File: src/rtl/p4_router_page_alloc_arbiter.sv
// Page allocation / free arbiter in front of the queue MMU: round-robin page grants
// with MTU-based packet admission, plus a round-robin merge of page returns.
module p4_router_page_alloc_arbiter #(
  parameter int NUM_REQ       = 4,
  parameter int NUM_PAGES_LOG = 10,
  parameter int PAGE_BYTES    = 256,
  parameter int MTU_BYTES     = 2000
) (
  input  logic                               clk,
  input  logic                               sresetn,
  input  logic [NUM_PAGES_LOG:0]             num_free_pages,
  input  logic                               mmu_malloc_tvalid,
  output logic                               mmu_malloc_tready,
  input  logic [NUM_PAGES_LOG-1:0]           mmu_malloc_tdata,
  input  logic [NUM_REQ-1:0]                 req_valid,
  input  logic [NUM_REQ-1:0]                 req_sop,
  input  logic [NUM_REQ-1:0]                 req_eop,
  output logic [NUM_REQ-1:0]                 grant_valid,
  output logic [NUM_PAGES_LOG-1:0]           grant_page,
  input  logic [NUM_REQ-1:0]                 free_valid,
  output logic [NUM_REQ-1:0]                 free_ready,
  input  logic [NUM_REQ*NUM_PAGES_LOG-1:0]   free_page,
  output logic                               mmu_free_tvalid,
  input  logic                               mmu_free_tready,
  output logic [NUM_PAGES_LOG-1:0]           mmu_free_tdata,
  output logic [$clog2(NUM_REQ+1)-1:0]       active_pkts,
  output logic                               admit_stall,
  output logic                               proto_err
);

  localparam int MTU_PAGES = (MTU_BYTES + PAGE_BYTES - 1) / PAGE_BYTES;
  localparam int CNT_W     = $clog2(NUM_REQ + 1);
  localparam int IDX_W     = $clog2(NUM_REQ);
  localparam int PROD_W    = NUM_PAGES_LOG + CNT_W + 4;

  logic [NUM_REQ-1:0]       r_in_pkt;
  logic [IDX_W-1:0]         r_rr_alloc;
  logic [IDX_W-1:0]         r_rr_free;
  logic [NUM_REQ-1:0]       r_grant_valid;
  logic [NUM_PAGES_LOG-1:0] r_grant_page;
  logic                     r_free_valid;
  logic [NUM_PAGES_LOG-1:0] r_free_data;
  logic                     r_proto_err;

  logic [CNT_W-1:0]  w_active;
  logic [PROD_W-1:0] w_need;
  logic              w_admit_ok;
  logic [NUM_REQ-1:0] w_req_m;
  logic [NUM_REQ-1:0] w_elig;
  logic [IDX_W:0]    w_alloc_pick;
  logic [IDX_W:0]    w_free_pick;
  logic              w_alloc_found;
  logic [IDX_W-1:0]  w_alloc_idx;
  logic              w_free_found;
  logic [IDX_W-1:0]  w_free_idx;
  logic              w_free_take;

  // First set bit of elig at or after start (with wrap); MSB of the result is "found".
  function automatic logic [IDX_W:0] rr_pick(input logic [NUM_REQ-1:0] elig,
                                              input logic [IDX_W-1:0]   start);
    logic [IDX_W:0] res;
    int j;
    res = '0;
    for (int k = NUM_REQ - 1; k >= 0; k--) begin
      j = int'(start) + k;
      if (j >= NUM_REQ) j = j - NUM_REQ;
      if (elig[j]) res = {1'b1, IDX_W'(j)};
    end
    return res;
  endfunction

  function automatic logic [IDX_W-1:0] rr_next(input logic [IDX_W-1:0] idx);
    return (idx == IDX_W'(NUM_REQ - 1)) ? '0 : idx + 1'b1;
  endfunction

  // NOTE: every variable assigned in always_comb gets a default first, so no latch is inferred.
  always_comb begin
    w_active = '0;
    for (int i = 0; i < NUM_REQ; i++) w_active = w_active + CNT_W'(r_in_pkt[i]);
  end

  // Reserve a full MTU of pages for every open packet plus the one being admitted.
  assign w_need     = (PROD_W'(w_active) + PROD_W'(1)) * PROD_W'(MTU_PAGES);
  assign w_admit_ok = PROD_W'(num_free_pages) >= w_need;

  // A requester just granted must not be served again in the grant-pulse cycle.
  assign w_req_m = req_valid & ~r_grant_valid;
  assign w_elig  = w_req_m & {NUM_REQ{mmu_malloc_tvalid}} & (r_in_pkt | {NUM_REQ{w_admit_ok}});

  assign w_alloc_pick  = rr_pick(w_elig, r_rr_alloc);
  assign w_alloc_found = w_alloc_pick[IDX_W];
  assign w_alloc_idx   = w_alloc_pick[IDX_W-1:0];

  assign w_free_pick  = rr_pick(free_valid, r_rr_free);
  assign w_free_found = w_free_pick[IDX_W];
  assign w_free_idx   = w_free_pick[IDX_W-1:0];
  assign w_free_take  = !r_free_valid || mmu_free_tready;

  assign mmu_malloc_tready = sresetn && w_alloc_found;
  assign free_ready        = (sresetn && w_free_found && w_free_take) ?
                             (NUM_REQ'(1) << w_free_idx) : '0;
  assign admit_stall       = sresetn && mmu_malloc_tvalid && !w_admit_ok &&
                             (|(w_req_m & ~r_in_pkt));

  // NOTE: sequential state uses non-blocking assignments so all registers update together.
  always_ff @(posedge clk) begin
    if (!sresetn) begin
      r_in_pkt      <= '0;
      r_rr_alloc    <= '0;
      r_rr_free     <= '0;
      r_grant_valid <= '0;
      r_grant_page  <= '0;
      r_free_valid  <= 1'b0;
      r_free_data   <= '0;
      r_proto_err   <= 1'b0;
    end else begin
      r_grant_valid <= '0;
      r_grant_page  <= '0;
      if (w_alloc_found) begin
        r_grant_valid[w_alloc_idx] <= 1'b1;
        r_grant_page               <= mmu_malloc_tdata;
        // sop on an open packet continues it; a continuation on a closed one opens it.
        r_in_pkt[w_alloc_idx]      <= !req_eop[w_alloc_idx];
        if (req_sop[w_alloc_idx] == r_in_pkt[w_alloc_idx]) r_proto_err <= 1'b1;
        r_rr_alloc <= rr_next(w_alloc_idx);
      end
      if (w_free_take) begin
        r_free_valid <= w_free_found;
        if (w_free_found) begin
          r_free_data <= free_page[int'(w_free_idx)*NUM_PAGES_LOG +: NUM_PAGES_LOG];
          r_rr_free   <= rr_next(w_free_idx);
        end
      end
    end
  end

  assign grant_valid     = r_grant_valid;
  assign grant_page      = r_grant_page;
  assign mmu_free_tvalid = r_free_valid;
  assign mmu_free_tdata  = r_free_data;
  assign active_pkts     = w_active;
  assign proto_err       = r_proto_err;

endmodule

File: config.mk
export PLATFORM = sky130hd
export DESIGN_NAME = p4_router_page_alloc_arbiter
export DESIGN_NICKNAME = d
export VERILOG_FILES = /design/src/rtl/p4_router_page_alloc_arbiter.sv
export SDC_FILE = /design/constraint.sdc
export NUM_CORES = 1
export LEC_CHECK = 0
export BUFFER_PORTS_ARGS = -buffer_cell sky130_fd_sc_hd__buf_2
export CAP_MARGIN = 10
export CORE_MARGIN = 3
export CORE_UTILIZATION = 46
export DETAILED_ROUTE_END_ITERATION = 12
export PLACE_DENSITY = 0.89
export SYNTH_ARGS = -nofsm -noshare
export SYNTH_HDL_FRONTEND = slang
export SYNTH_SLANG_ARGS = --single-unit
File: constraint.sdc
create_clock -name clk -period 5.9 [get_ports clk]
set_input_delay 0 -clock clk [delete_from_list [all_inputs] [get_ports clk]]
set_output_delay 0 -clock clk [all_outputs]
set_load 0.05 [all_outputs]
=== Word-level counts from Yosys, hierarchy flattened ===
Cells that the tools add are included.

* Register bits: 34
* Input bits: 81

* $add $sub $neg: 20
* Multiply operators: 1
* Magnitude comparators: 19
* Equal/unequal tests: 3
* Shifts and indexed selects: 2
* Multiplexer cells: 52
* Bitwise logic cells: 7
* Reduce and logical (&&, ||, !) cells: 15

{| class="wikitable"
|+ Operator list
! operator !! number
|-
| 32-bit by 4-bit less-than comparator with 1-bit output, second input constant || 8
|-
| 32-bit two-way mux || 8
|-
| 40-bit by 7-bit indexed part select with 10-bit output || 1
|-
| 3-bit two-way mux || 8
|-
| 3-bit by 3-bit subtractor with 4-bit output, second input constant || 6
|-
| 1-bit binary-select mux with 2-bit select || 11
|-
| 1-bit two-way mux || 20
|-
| 3-bit greater-or-equal comparator, second input constant || 6
|-
| 4-bit AND || 4
|-
| 2-bit by 2-bit adder with 3-bit output, second input constant || 4
|-
| 11-bit by 7-bit greater-or-equal comparator with 1-bit output || 1
|-
| 4-bit inverter || 2
|-
| 2-bit by 3-bit subtractor with 4-bit output, second input constant || 2
|-
| 1-bit logical AND || 7
|-
| 2-bit by 1-bit adder with 3-bit output, second input constant || 2
|-
| 2-bit by 3-bit greater-or-equal comparator with 1-bit output, second input constant || 2
|-
| 2-bit AND reduction || 3
|-
| 2-bit by 3-bit multiplier with 5-bit output, second input constant || 1
|-
| 2-bit by 1-bit adder with 2-bit output, second input constant || 2
|-
| 3-bit by 1-bit adder with 4-bit output, second input constant || 1
|-
| 4-bit bitwise mux || 1
|-
| 2-bit equality test, second input constant || 2
|-
| 2-bit two-way mux || 2
|-
| 4-bit two-way mux || 1
|-
| other kinds (12) || 14
|}

=== Logic depth before layout (Yosys ltp) ===
Gate-level depths: netlist of the first run.

* Depth in word-level cells: 19
* Mapped depth: 16
* Mapped depth without buffers: 15

=== Worst setup path before layout of the first run ===
OpenSTA, ideal clock, no wires.

* Path kind: reg-to-reg
* Start: register r_in_pkt[3]
* End: register r_in_pkt[0]
* Library setup time: 0.126 ns
* Data arrival time: 4.344 ns
* Required time: 5.774 ns
* Setup slack: 1.430 ns
* Stages on the path, launching flop included: 17
* Buffers on the path: 1
* Clock period less this slack: 4.470 ns
* Cell sequence: dfxtp_1 fa_1 ha_1 ha_1 nand3_1 ha_1 or4_4 or2_4 o41a_2 a31oi_1 o221a_2 buf_2 inv_1 ha_1 and3_2 nand4_1 o211ai_1

* Longest elaborated chain between the ends: 17
* Elaborated cells on any way between the ends: 30
* Those cells by class: 2 x add/sub; 3 x order compare; 21 x mux; 2 x bitwise; 2 x reduce/logical

{| class="wikitable"
|+ Ends and longest elaborated chain
! item !! RTL line !! RTL
|-
| start: declaration || 36 || <nowiki>logic [NUM_REQ-1:0] r_in_pkt;</nowiki>
|-
| start signal: indexed assignment || 123 || <nowiki>r_in_pkt[w_alloc_idx] <= !req_eop[w_alloc_idx];</nowiki>
|-
| 3-bit by 1-bit adder with 3-bit output * || 79 || <nowiki>for (int i = 0; i < NUM_REQ; i++) w_active = w_active + CNT_W'(r_in_pkt[i]);</nowiki>
|-
| via active_pkts[1] || 26 || <nowiki>output logic [$clog2(NUM_REQ+1)-1:0] active_pkts,</nowiki>
|-
| 3-bit by 1-bit adder with 4-bit output * || 83 || <nowiki>assign w_need = (PROD_W'(w_active) + PROD_W'(1)) * PROD_W'(MTU_PAGES);</nowiki>
|-
| 11-bit by 7-bit greater-or-equal comparator with 1-bit output * || 84 || <nowiki>assign w_admit_ok = PROD_W'(num_free_pages) >= w_need;</nowiki>
|-
| 4-bit OR * || 88 || <nowiki>assign w_elig = w_req_m & {NUM_REQ{mmu_malloc_tvalid}} & (r_in_pkt | {NUM_REQ{w_admit_ok}});</nowiki>
|-
| 4-bit AND * || 88 ||
|-
| 1-bit binary-select mux with 2-bit select || 67 || <nowiki>if (elig[j]) res = {1'b1, IDX_W'(j)};</nowiki>
|-
| 1-bit two-way mux (not written as such) (2 in a row) || 67 ||
|-
| 3-bit two-way mux (3 in a row) || 67 ||
|-
| 3-bit two-way mux * || 67 ||
|-
| 2-bit by 3-bit less-than comparator with 1-bit output (not written as such) or 2-bit by 1-bit greater-or-equal comparator with 1-bit output (tied branches) || 123 ||
|-
| 1-bit logical AND (not written as such) || 123 ||
|-
| 1-bit two-way mux (not written as such) || 123 ||
|-
| 1-bit demux with 2-bit select || 123 ||
|-
| 4-bit bitwise mux || 123 ||
|}

The timed path passes the listed nets; every way through them passes the cells marked *. The select of a mux whose other input is x is not followed.
A chain may end at the register's enable or synchronous reset.

=== Worst setup path after layout of the first run ===
* Start: register r_in_pkt[3]
* End: register r_in_pkt[0]

* Longest elaborated chain between the ends: 17
* Elaborated cells on any way between the ends: 30
* Those cells by class: 2 x add/sub; 3 x order compare; 21 x mux; 2 x bitwise; 2 x reduce/logical

{| class="wikitable"
|+ Ends and longest elaborated chain
! item !! RTL line
|-
| 3-bit by 1-bit adder with 3-bit output || 79
|-
| 3-bit by 1-bit adder with 4-bit output || 83
|-
| 11-bit by 7-bit greater-or-equal comparator with 1-bit output || 84
|-
| 4-bit OR * || 88
|-
| 4-bit AND * || 88
|-
| 1-bit binary-select mux with 2-bit select || 67
|-
| 1-bit two-way mux (not written as such) (2 in a row) || 67
|-
| 3-bit two-way mux (3 in a row) || 67
|-
| 3-bit two-way mux * || 67
|-
| 2-bit by 3-bit less-than comparator with 1-bit output (not written as such) or 2-bit by 1-bit greater-or-equal comparator with 1-bit output (tied branches) || 123
|-
| 1-bit logical AND (not written as such) || 123
|-
| 1-bit two-way mux (not written as such) || 123
|-
| 1-bit demux with 2-bit select || 123
|-
| 4-bit bitwise mux || 123
|}

Mark *: on every way between the ends. The rest lies on a longest branch, timed or not. The select of a mux whose other input is x is not followed.

==> flow_summary.ini, run 1 <==
[floorplan]
initial_core_util_pct = 49.5
pin_count = 116
die_h_um = 75.9
chipWidth_um = 75.9
fp.coreArea_mm2 = 0.00453
die_area_mm2 = 0.00576
rows = 24

[setup_path]
cp-startpoint = r_in_pkt[3]
worst_setup_path_end_kind = register
timing.rr.start = r_in_pkt[3]
critPathLaunchType = register
cp-endpoint = r_in_pkt[0]
reg2reg_to = r_in_pkt[0]
crit_type = register to register
required_ns = 6.07
reg2reg_depth = 15
crit_fanout = 9
ff2ff_setup_slack_ns = 1.35
worstPathArrival_ns = 4.72

[timing]
hold_slack_ns = 0.0427
setup_ws_ns = 1.35
maxSlewViolCount = 0
hold_violations = 0
grt_setup_unrepaired = false
slew_headroom_pct = 40.4
post-route-period-util_pct = 77.1
fin_skew_ns = 0.00424
setup_viol = 0
max_freq_ghz = 0.220
setup_tns_ns = 0
period_minus_slack_ns = 4.55
worst_pin_slew_ns = 0.893

[placement]
post-place-cells = 433
placed_area_mm2 = 0.00286
hpwl_um = 4840
dp_slack_ns = 1.44
port_buffers = 115
place_congestion = 0.839

[detailed_routing]
route.met2.wl_um = 3320
dr.pass1.iters = 5
via_count = 2363
wl_met1_um = 2360
drt_iter0_markers = 124
drt-wirelength-per-cell_um = 14.1
wirelength_um = 6380
drc = 0
top_layer = met4
wl_met3_um = 620
antenna_left = 0
vias_per_cell = 5.24

[global_routing]
antenna_found_initial = 0
grt_pass1_wl_um = 10100
globalRouteOverflowTotal = 0
grt_usage_pct = 22.5
grt_max_degree = 42
grt_pass1_vias = 2350

[pwr]
leakage_nw = 1.60
swShare_pct = 37.5
power_density_mw_per_mm2 = 233
seqPwrFrac_pct = 37.1
intPower_mw = 0.444
clkPwrFrac_pct = 24.7
power_mw = 0.711
combPwrFrac_pct = 38.3
p_sw_mw = 0.267
vdd_drop_max_mv = 0.180

[clocking]
post_cts_resized = 0
numCtsBuffers = 5
hold_buffers = 10
cts.clk_slew.worst_paths_ns = 0.07
clkSinkCount = 34
cts_setup_buffers = 0
insertion_delay_ns = 0.28
h-tree-depth = 2
root_buffer = clkbuf_8
cts_tree = built
clock_path_buffers = 2

[status]
status = complete, no violations

[layout]
finalNonFillerCells = 451
area_growth_pct = 35.9
drive_above_1_share_pct = 36.3
fin_util_pct = 67.3
multi_input_area_mm2 = 0.00145
regArea_um2 = 681
final_nets = 482
final_area_mm2 = 0.00305
antennaDiodeCount = 0
nFillCells = 376

[synthesis]
ys_seq_area_share_pct = 30.3
syn_area_mm2 = 0.00225
synthesis.nets = 362
synthDistinctLibCells = 48
ys_ff_latch = 34
ys_warn_count = 0
avgSynthCellArea_um2 = 8.48
syn-instance-count = 265

[min_path]
hp-class = primary input to register
hold_path.startpoint = mmu_free_tready

[flow_run]
maxCapViolCount = 0
critical path: stages, from the launching register on:
cell and delay, ns:
dfxtp_1 0.47, fa_1 0.47, ha_1 0.35, fa_1 0.55, inv_1 0.04, ha_1 0.28
nor2b_1 0.15, o211a_1 0.25, o41a_2 0.53, a31oi_1 0.22, o221a_2 0.33, inv_1 0.16
ha_1 0.24, and3_2 0.21, nand4_1 0.09, o211ai_1 0.09
power by group through the flow:
stage	registers (mW)	clock network (mW)	logic [mW]
6_report	0.263	0.175	0.272
5_1_grt	0.265	0.191	0.299
4_1_cts	0.263	0.179	0.273
3_5_place_dp	0.268	0	0.267
3_3_place_gp	0.267	0	0.260
2_1_floorplan	0.318	0	0.141
worst min path at each step:
stage / endpoint / cells past startpoint
after floorplan: grant_page[1] / 1
after global placement: grant_page[9] / 2
after detailed placement: grant_page[2] / 2
after CTS: mmu_free_tvalid / 3
after global routing: mmu_free_tvalid / 3
final: mmu_free_tvalid / 3
layout by cell type, fill, tap and decap left out, drive strengths merged, types with 2 or more instances in the layout:
cell,netlist,final
a21boi,11,11
a21oi,6,6
a31oi,3,3
and2,2,2
and3,19,19
buf,2,117
clkbuf,12,7
dfxtp,34,34
dlygate4sd3,0,10
fa,2,2
ha,14,14
inv,16,16
mux2i,25,25
nand2,43,43
nand2b,5,5
nand3,15,15
nand4,5,5
nor2,3,3
nor2b,6,6
nor3,5,5
nor4,3,3
o211a,2,2
o211ai,6,6
o221ai,3,3
o2bb2ai,2,2
o41a,3,3
or4,2,2
xnor2,4,4
logic make-up (layout without fill, tap and decap cells):
logic type / Yosys count / count (layout) / synth area share (%)
fa+ha+maj: 16 / 16 / 9.58
compound gates: 45 / 45 / 15.9
simple gates: 110 / 110 / 25.5
xor+xnor: 4 / 4 / 1.56
mux: 26 / 26 / 11.6
flops: 34 / 34 / 30.3
buf+inv: 30 / 151 / 5.46
layer usage:
metal / vias to the layer above / GRT usage, %
li1: 1188 / -
met1: 1050 / 24.3
met2: 115 / 42.6
met5: - / 0
met4: 0 / 5.83
met3: 10 / 6.46
final cells by class:
| class | instances | area share, % |
|---|---|---|
| tap | 65 | 2.66 |
| sequential | 34 | 22.3 |
| timing repair buffer | 127 | 22.6 |
| clock inverter | 1 | 0.164 |
| clock buffer | 7 | 2.83 |
| multi-input combinational | 201 | 47.5 |
| inverter | 16 | 1.97 |
cell usage after synthesis, drive strengths merged:
| master | instances | share of area (%) |
|---|---|---|
| o21a | 1 | 0.33 |
| nor2 | 3 | 0.50 |
| o221ai | 3 | 1.4 |
| and2 | 2 | 0.67 |
| nand2b | 5 | 1.4 |
| fa | 2 | 1.8 |
| nand3 | 15 | 3.3 |
| o211a | 2 | 0.89 |
| nor3 | 5 | 1.1 |
| ha | 14 | 7.8 |
| o22ai | 1 | 0.28 |
| or4 | 2 | 0.84 |
| or3 | 1 | 0.28 |
| a21boi | 11 | 3.7 |
| a31oi | 3 | 0.84 |
| buf | 2 | 0.72 |
| o41ai | 1 | 0.39 |
| mux2 | 1 | 0.50 |
| a211o | 1 | 0.45 |
| nor4 | 3 | 0.84 |
| mux2i | 25 | 11 |
| a21oi | 6 | 1.5 |
| o211ai | 6 | 2.0 |
| o41a | 3 | 1.6 |
| inv | 16 | 2.7 |
| nand4 | 5 | 1.4 |
| o21ai | 1 | 0.22 |
| or2 | 1 | 0.39 |
| dfxtp | 34 | 30 |
| o221a | 1 | 0.50 |
| clkbuf | 12 | 2.1 |
| and3 | 19 | 5.9 |
| a21o | 1 | 0.33 |
| nand2 | 43 | 7.2 |
| nor2b | 6 | 1.7 |
| a22oi | 1 | 0.33 |
| o2bb2ai | 2 | 0.78 |
| xnor2 | 4 | 1.6 |
| a31o | 1 | 0.39 |
registers in the layout, summed over array words and instances, names as in the netlist:
signal and cells:
grant_page 10, mmu_free_tdata 10, grant_valid 4, r_in_pkt 4
r_rr_alloc 2, r_rr_free 2, mmu_free_tvalid 1, proto_err 1
No activity file was read; power rests on OpenSTA's default activity.
==> inputs of run 2 (changes only) <==
- CORE_UTILIZATION: 46 -> 41
- PLACE_DENSITY: 0.89 -> 0.84
- clock period: 5.9 -> 3.76 ns (I/O delays scaled with it)
==> run 2 against run 1 <==
Effect of this change:
- the run now ends with setup timing left
- combinational power is 87% higher
- routed wire length is 17% higher
- via count increased by 9.1%
- largest cell class unchanged
- highest routed layer unchanged
==> flow_summary.ini, run 2 (synthesized netlist as in run 1, its figures left out) <==
[timing]
period_minus_slack_ns = 3.99
slew_headroom_pct = 36.5
setup_viol = 20
post-route-period-util_pct = 106
grt_setup_unrepaired = true
fin_skew_ns = 0.00622
setup_ws_ns = -0.232
max_freq_ghz = 0.251
worst_pin_slew_ns = 0.950
hold_violations = 0
maxSlewViolCount = 0

[status]
status = finished, violations left
violations = setup timing

[pwr]
swShare_pct = 37.6
p_sw_mw = 0.448
seqPwrFrac_pct = 34.6
intPower_mw = 0.745
combPwrFrac_pct = 42.5
clkPwrFrac_pct = 22.8
vdd_drop_max_mv = 0.217
power_density_mw_per_mm2 = 334
leakage_nw = 1.79

[detailed_routing]
dr.pass1.iters = 4
drc = 0
wirelength_um = 7450
vias_per_cell = 5.26
drt_iter0_markers = 75
via_count = 2578
drt-wirelength-per-cell_um = 15.2
antenna_left = 0

[clocking]
clock_path_buffers = 2
h-tree-depth = 2
numCtsBuffers = 5
cts_tree = built
insertion_delay_ns = 0.28
cts.clk_slew.worst_paths_ns = 0.07
root_buffer = clkbuf_8
clkSinkCount = 34

[setup_path]
timing.rr.start = r_in_pkt[1]
worstPathArrival_ns = 4.16
worst_setup_path_end_kind = register
required_ns = 3.92
ff2ff_setup_slack_ns = -0.23
crit_type = register to register
critPathLaunchType = register
cpMaxStageDelayCell = o41a_1
reg2reg_to = r_in_pkt[2]
crit_fanout = 5
reg2reg_depth = 14
crit_chain = fa_1 -> ha_4 -> ha_4 -> nand3_2 -> ha_2 -> or4_4 -> or2_4 -> buf_6 -> o41a_1 -> o41a_1 -> buf_4 -> and3_4 -> nand4_1 -> o211ai_1
cpPeakStageDelay_ns = 0.56

[min_path]
min_to = mmu_free_tvalid
hold_path.startpoint = mmu_free_tready
whs_path_depth = 3
hp-class = primary input to register

[global_routing]
grt_pass1_wl_um = 11100
grt_max_degree = 42
grt_pass1_vias = 2552
antenna_found_initial = 0
globalRouteOverflowTotal = 0
grt_usage_pct = 22.0

[placement]
place_congestion = 0.886
dp_slack_ns = -0.336
hpwl_um = 5260
port_buffers = 115

[floorplan]
fp.coreArea_mm2 = 0.00520
die_area_mm2 = 0.00640
pin_count = 116
rows = 26
initial_core_util_pct = 43.1
chipWidth_um = 80.0
die_h_um = 80.0

[layout]
fin_util_pct = 68.6
drive_above_1_share_pct = 47.9
final_nets = 516
final_common_cell = buf_2
area_growth_pct = 59.1
antennaDiodeCount = 0
layout_common_cells = buf_2, nand2_1, dfxtp_1

[flow_run]
maxCapViolCount = 0
## run 2: metrics by stage
| stage | setup TNS (ns) | instance area (um2) | total power, mW | instances | hold slack [ns] |
|---|---|---|---|---|---|
| floorplan | -1.92 | 2350 | 0.737 | 265 | 0.159 |
| detailed placement | -3.59 | 3150 | 0.875 | 463 | 0.244 |
| global route | -5.19 | 3570 | 1.26 | 490 | 0.0734 |
| finish | -2.68 | 3570 | 1.19 | 490 | 0.0557 |
| global placement | -1.44 | 3150 | 0.863 | 463 | 0.242 |
| CTS | -1.61 | 3500 | 1.18 | 488 | 0.0507 |
## run 2: power groups by stage
stage | clock network (mW) | logic, mW | registers [mW]
after floorplan | 0 | 0.237 | 0.500
after global placement | 0 | 0.445 | 0.418
after detailed placement | 0 | 0.456 | 0.420
after CTS | 0.280 | 0.490 | 0.413
after global routing | 0.300 | 0.547 | 0.417
final | 0.273 | 0.508 | 0.413
## run 2: critical path, delay by kind of cell, from the launching register on
family	cells	cell delay (ns)
simple gates	5	1.02
flops	1	0.33
compound gates	3	1.05
buf+inv	2	0.32
fa+ha+maj	4	1.15
## run 2: how the worst max path moves through the flow
stage / start / to / cells after the start
final: r_in_pkt[1] / r_in_pkt[2] / 14
after global routing: r_in_pkt[1] / r_in_pkt[2] / 14
after CTS: r_in_pkt[1] / r_in_pkt[2] / 14
after detailed placement: r_in_pkt[0] / r_in_pkt[2] / 15
after global placement: r_in_pkt[0] / r_in_pkt[0] / 15
after floorplan: r_in_pkt[0] / r_in_pkt[0] / 16
## run 2: layer usage
metal	global-route usage (%)	vias up	wire [um]
met5	0	-	0
met4	7.26	0	212
met3	5.64	21	559
met2	40.4	115	3800
met1	24.4	1187	2880
li1	-	1255	-
## run 2: layout make-up
| class | instances | area [um2] |
|---|---|---|
| multi-input combinational | 201 | 1670 |
| clock inverter | 1 | 5.00 |
| clock buffer | 7 | 86.3 |
| fill | 418 | 1630 |
| timing repair buffer | 161 | 975 |
| sequential | 34 | 687 |
| inverter | 16 | 62.6 |
| tap | 70 | 87.6 |
## run 2: repair_timing
action	in CTS	in global routing
pin swaps	19	2
buffers inserted	7	2
hold buffers	10	0
endpoints found under the setup margin	22	22
gates cloned	1	0
hold endpoints to repair	10	0
resized for setup	20	11
==> inputs of run 3 (changes only) <==
- PLACE_DENSITY: 0.84 -> not set
- PLACE_DENSITY_LB_ADDON: not set -> 0.2
==> run 3 against run 2 <==
Effect of this change:
- the flow still finishes with violations (setup timing)
- count of clock-buffer cells in the layout is 1 lower
- first-iteration DRC count shrank 27%
- cell count grew 0.61%
- sequential share of layout area down 0.40 points
- power rose by 9.2%
- via count decreased by 4.0%
- final area grew 2.1%
- worst setup slack improved by 0.029 ns
- die area unchanged
- global-route usage is 0.93 points lower
- highest routed layer unchanged
==> flow_summary.ini, run 3 (synthesized netlist as in run 1, its figures left out) <==
[status]
status = finished, violations left
violations = setup timing

[clocking]
cts.clk_slew.worst_paths_ns = 0.08
clock_path_buffers = 2
clkSinkCount = 34
numCtsBuffers = 5
insertion_delay_ns = 0.28
root_buffer = clkbuf_8
h-tree-depth = 2
cts_tree = built

[pwr]
power_mw = 1.30
power_density_mw_per_mm2 = 357
leakage_nw = 1.82
vdd_drop_max_mv = 0.218

[layout]
drive_above_1_share_pct = 48.2
antennaDiodeCount = 0
nFillCells = 423
finalNonFillerCells = 493
final_nets = 519
area_growth_pct = 62.4
final_common_cell = buf_2
layout_common_cells = buf_2, nand2_1, buf_4

[timing]
fin_skew_ns = 0.00488
setup_ws_ns = -0.203
period_minus_slack_ns = 3.96
max_freq_ghz = 0.252
maxSlewViolCount = 0
slew_headroom_pct = 36.0
worst_pin_slew_ns = 0.958
post-route-period-util_pct = 105
grt_setup_unrepaired = true
setup_viol = 10
hold_violations = 0

[placement]
dp_slack_ns = -0.319
hpwl_um = 5070
place_congestion = 0.883
post-place-cells = 465
port_buffers = 115

[detailed_routing]
vias_per_cell = 5.02
drc = 0
drt-wirelength-per-cell_um = 13.9
drt_iter0_markers = 55
wirelength_um = 6870
dr.pass1.iters = 4
antenna_left = 0
via_count = 2474

[min_path]
hp-class = primary input to register
hold_path.startpoint = mmu_free_tready

[setup_path]
crit_family = adder cells
worstPathArrival_ns = 4.17
crit_chain = fa_1 -> ha_4 -> fa_1 -> inv_2 -> ha_4 -> nand4_1 -> or4_4 -> a31o_4 -> a21oi_4 -> o221a_4 -> ha_2 -> and3_4 -> nand4_1 -> o211ai_1
worst_setup_path_end_kind = register
required_ns = 3.97
cp_num_buf_inv = 1
cpPeakStageDelay_ns = 0.58
crit_type = register to register
cpMaxStageDelayCell = fa_1
cp-startpoint = r_in_pkt[3]
critPathLaunchType = register
timing.rr.start = r_in_pkt[3]
crit_fanout = 6

[global_routing]
grt_usage_pct = 21.1
antenna_found_initial = 0
grt_pass1_wl_um = 10800
grt_max_degree = 42
grt_pass1_vias = 2383
globalRouteOverflowTotal = 0

[flow_run]
maxCapViolCount = 0

[floorplan]
chipWidth_um = 80.0
fp.coreArea_mm2 = 0.00520
initial_core_util_pct = 43.1
die_area_mm2 = 0.00640
rows = 26
pin_count = 116
die_h_um = 80.0
run 3: area by class of cell:
| type | count | area [um2] | area share, % |
|---|---|---|---|
| multi-input cells | 201 | 1680 | 46.0 |
| inverters | 16 | 62.6 | 1.72 |
| well taps | 70 | 87.6 | 2.40 |
| clock buffers | 6 | 93.8 | 2.57 |
| flip-flops and latches | 34 | 687 | 18.8 |
| repair buffers | 164 | 1000 | 27.4 |
| clock inverters | 2 | 38.8 | 1.06 |
run 3: metal layers:
| layer | wire [um] | vias up | track usage, % |
|---|---|---|---|
| li1 | - | 1260 | - |
| met1 | 2810 | 1101 | 25.3 |
| met2 | 3430 | 104 | 37.3 |
| met3 | 537 | 9 | 4.74 |
| met4 | 91 | 0 | 5.91 |
| met5 | 0 | - | 0 |
run 3: path summary, 6_finish.rpt:
kind	end	slack, ns	depth (start not counted)
setup reg to reg	r_in_pkt[1]	-0.20	14
hold reg to reg	mmu_free_tdata[5]	0.46	2
hold / removal	mmu_free_tvalid	0.05	3
setup / recovery	r_in_pkt[1]	-0.20	14
run 3: tightest hold or removal path, cell delays in order:
cell and delay, ns:
buf_2 0.07, nand2b_1 0.12, a21boi_0 0.09
run 3: power breakdown:
group / switching, mW / total [mW] / internal (mW) / leakage, nW
sequential: 0.0219 / 0.413 / 0.391 / 0.282
clock: 0.142 / 0.381 / 0.239 / 0.0665
combinational: 0.298 / 0.509 / 0.211 / 1.47
run 3: per-stage QoR:
stage | hold WS, ns | util (%) | setup TNS (ns) | instance area [um2]
after floorplan | 0.159 | - | -1.92 | 2350
after global placement | 0.237 | 60.8 | -2.18 | 3160
after detailed placement | 0.241 | 60.8 | -3.14 | 3160
after CTS | 0.0386 | 67.3 | -0.706 | 3500
after global routing | 0.0696 | 70.1 | -2.67 | 3650
final | 0.0484 | 70.1 | -0.892 | 3650
run 3: what timing repair did:
item / in CTS / in global routing
hold buffers: 10 / 0
gates resized for setup: 10 / 23
endpoints found under the setup margin: 22 / 22
pin swaps: 10 / 8
gates cloned: 0 / 1
setup buffers: 6 / 3
hold endpoints to repair: 10 / 0
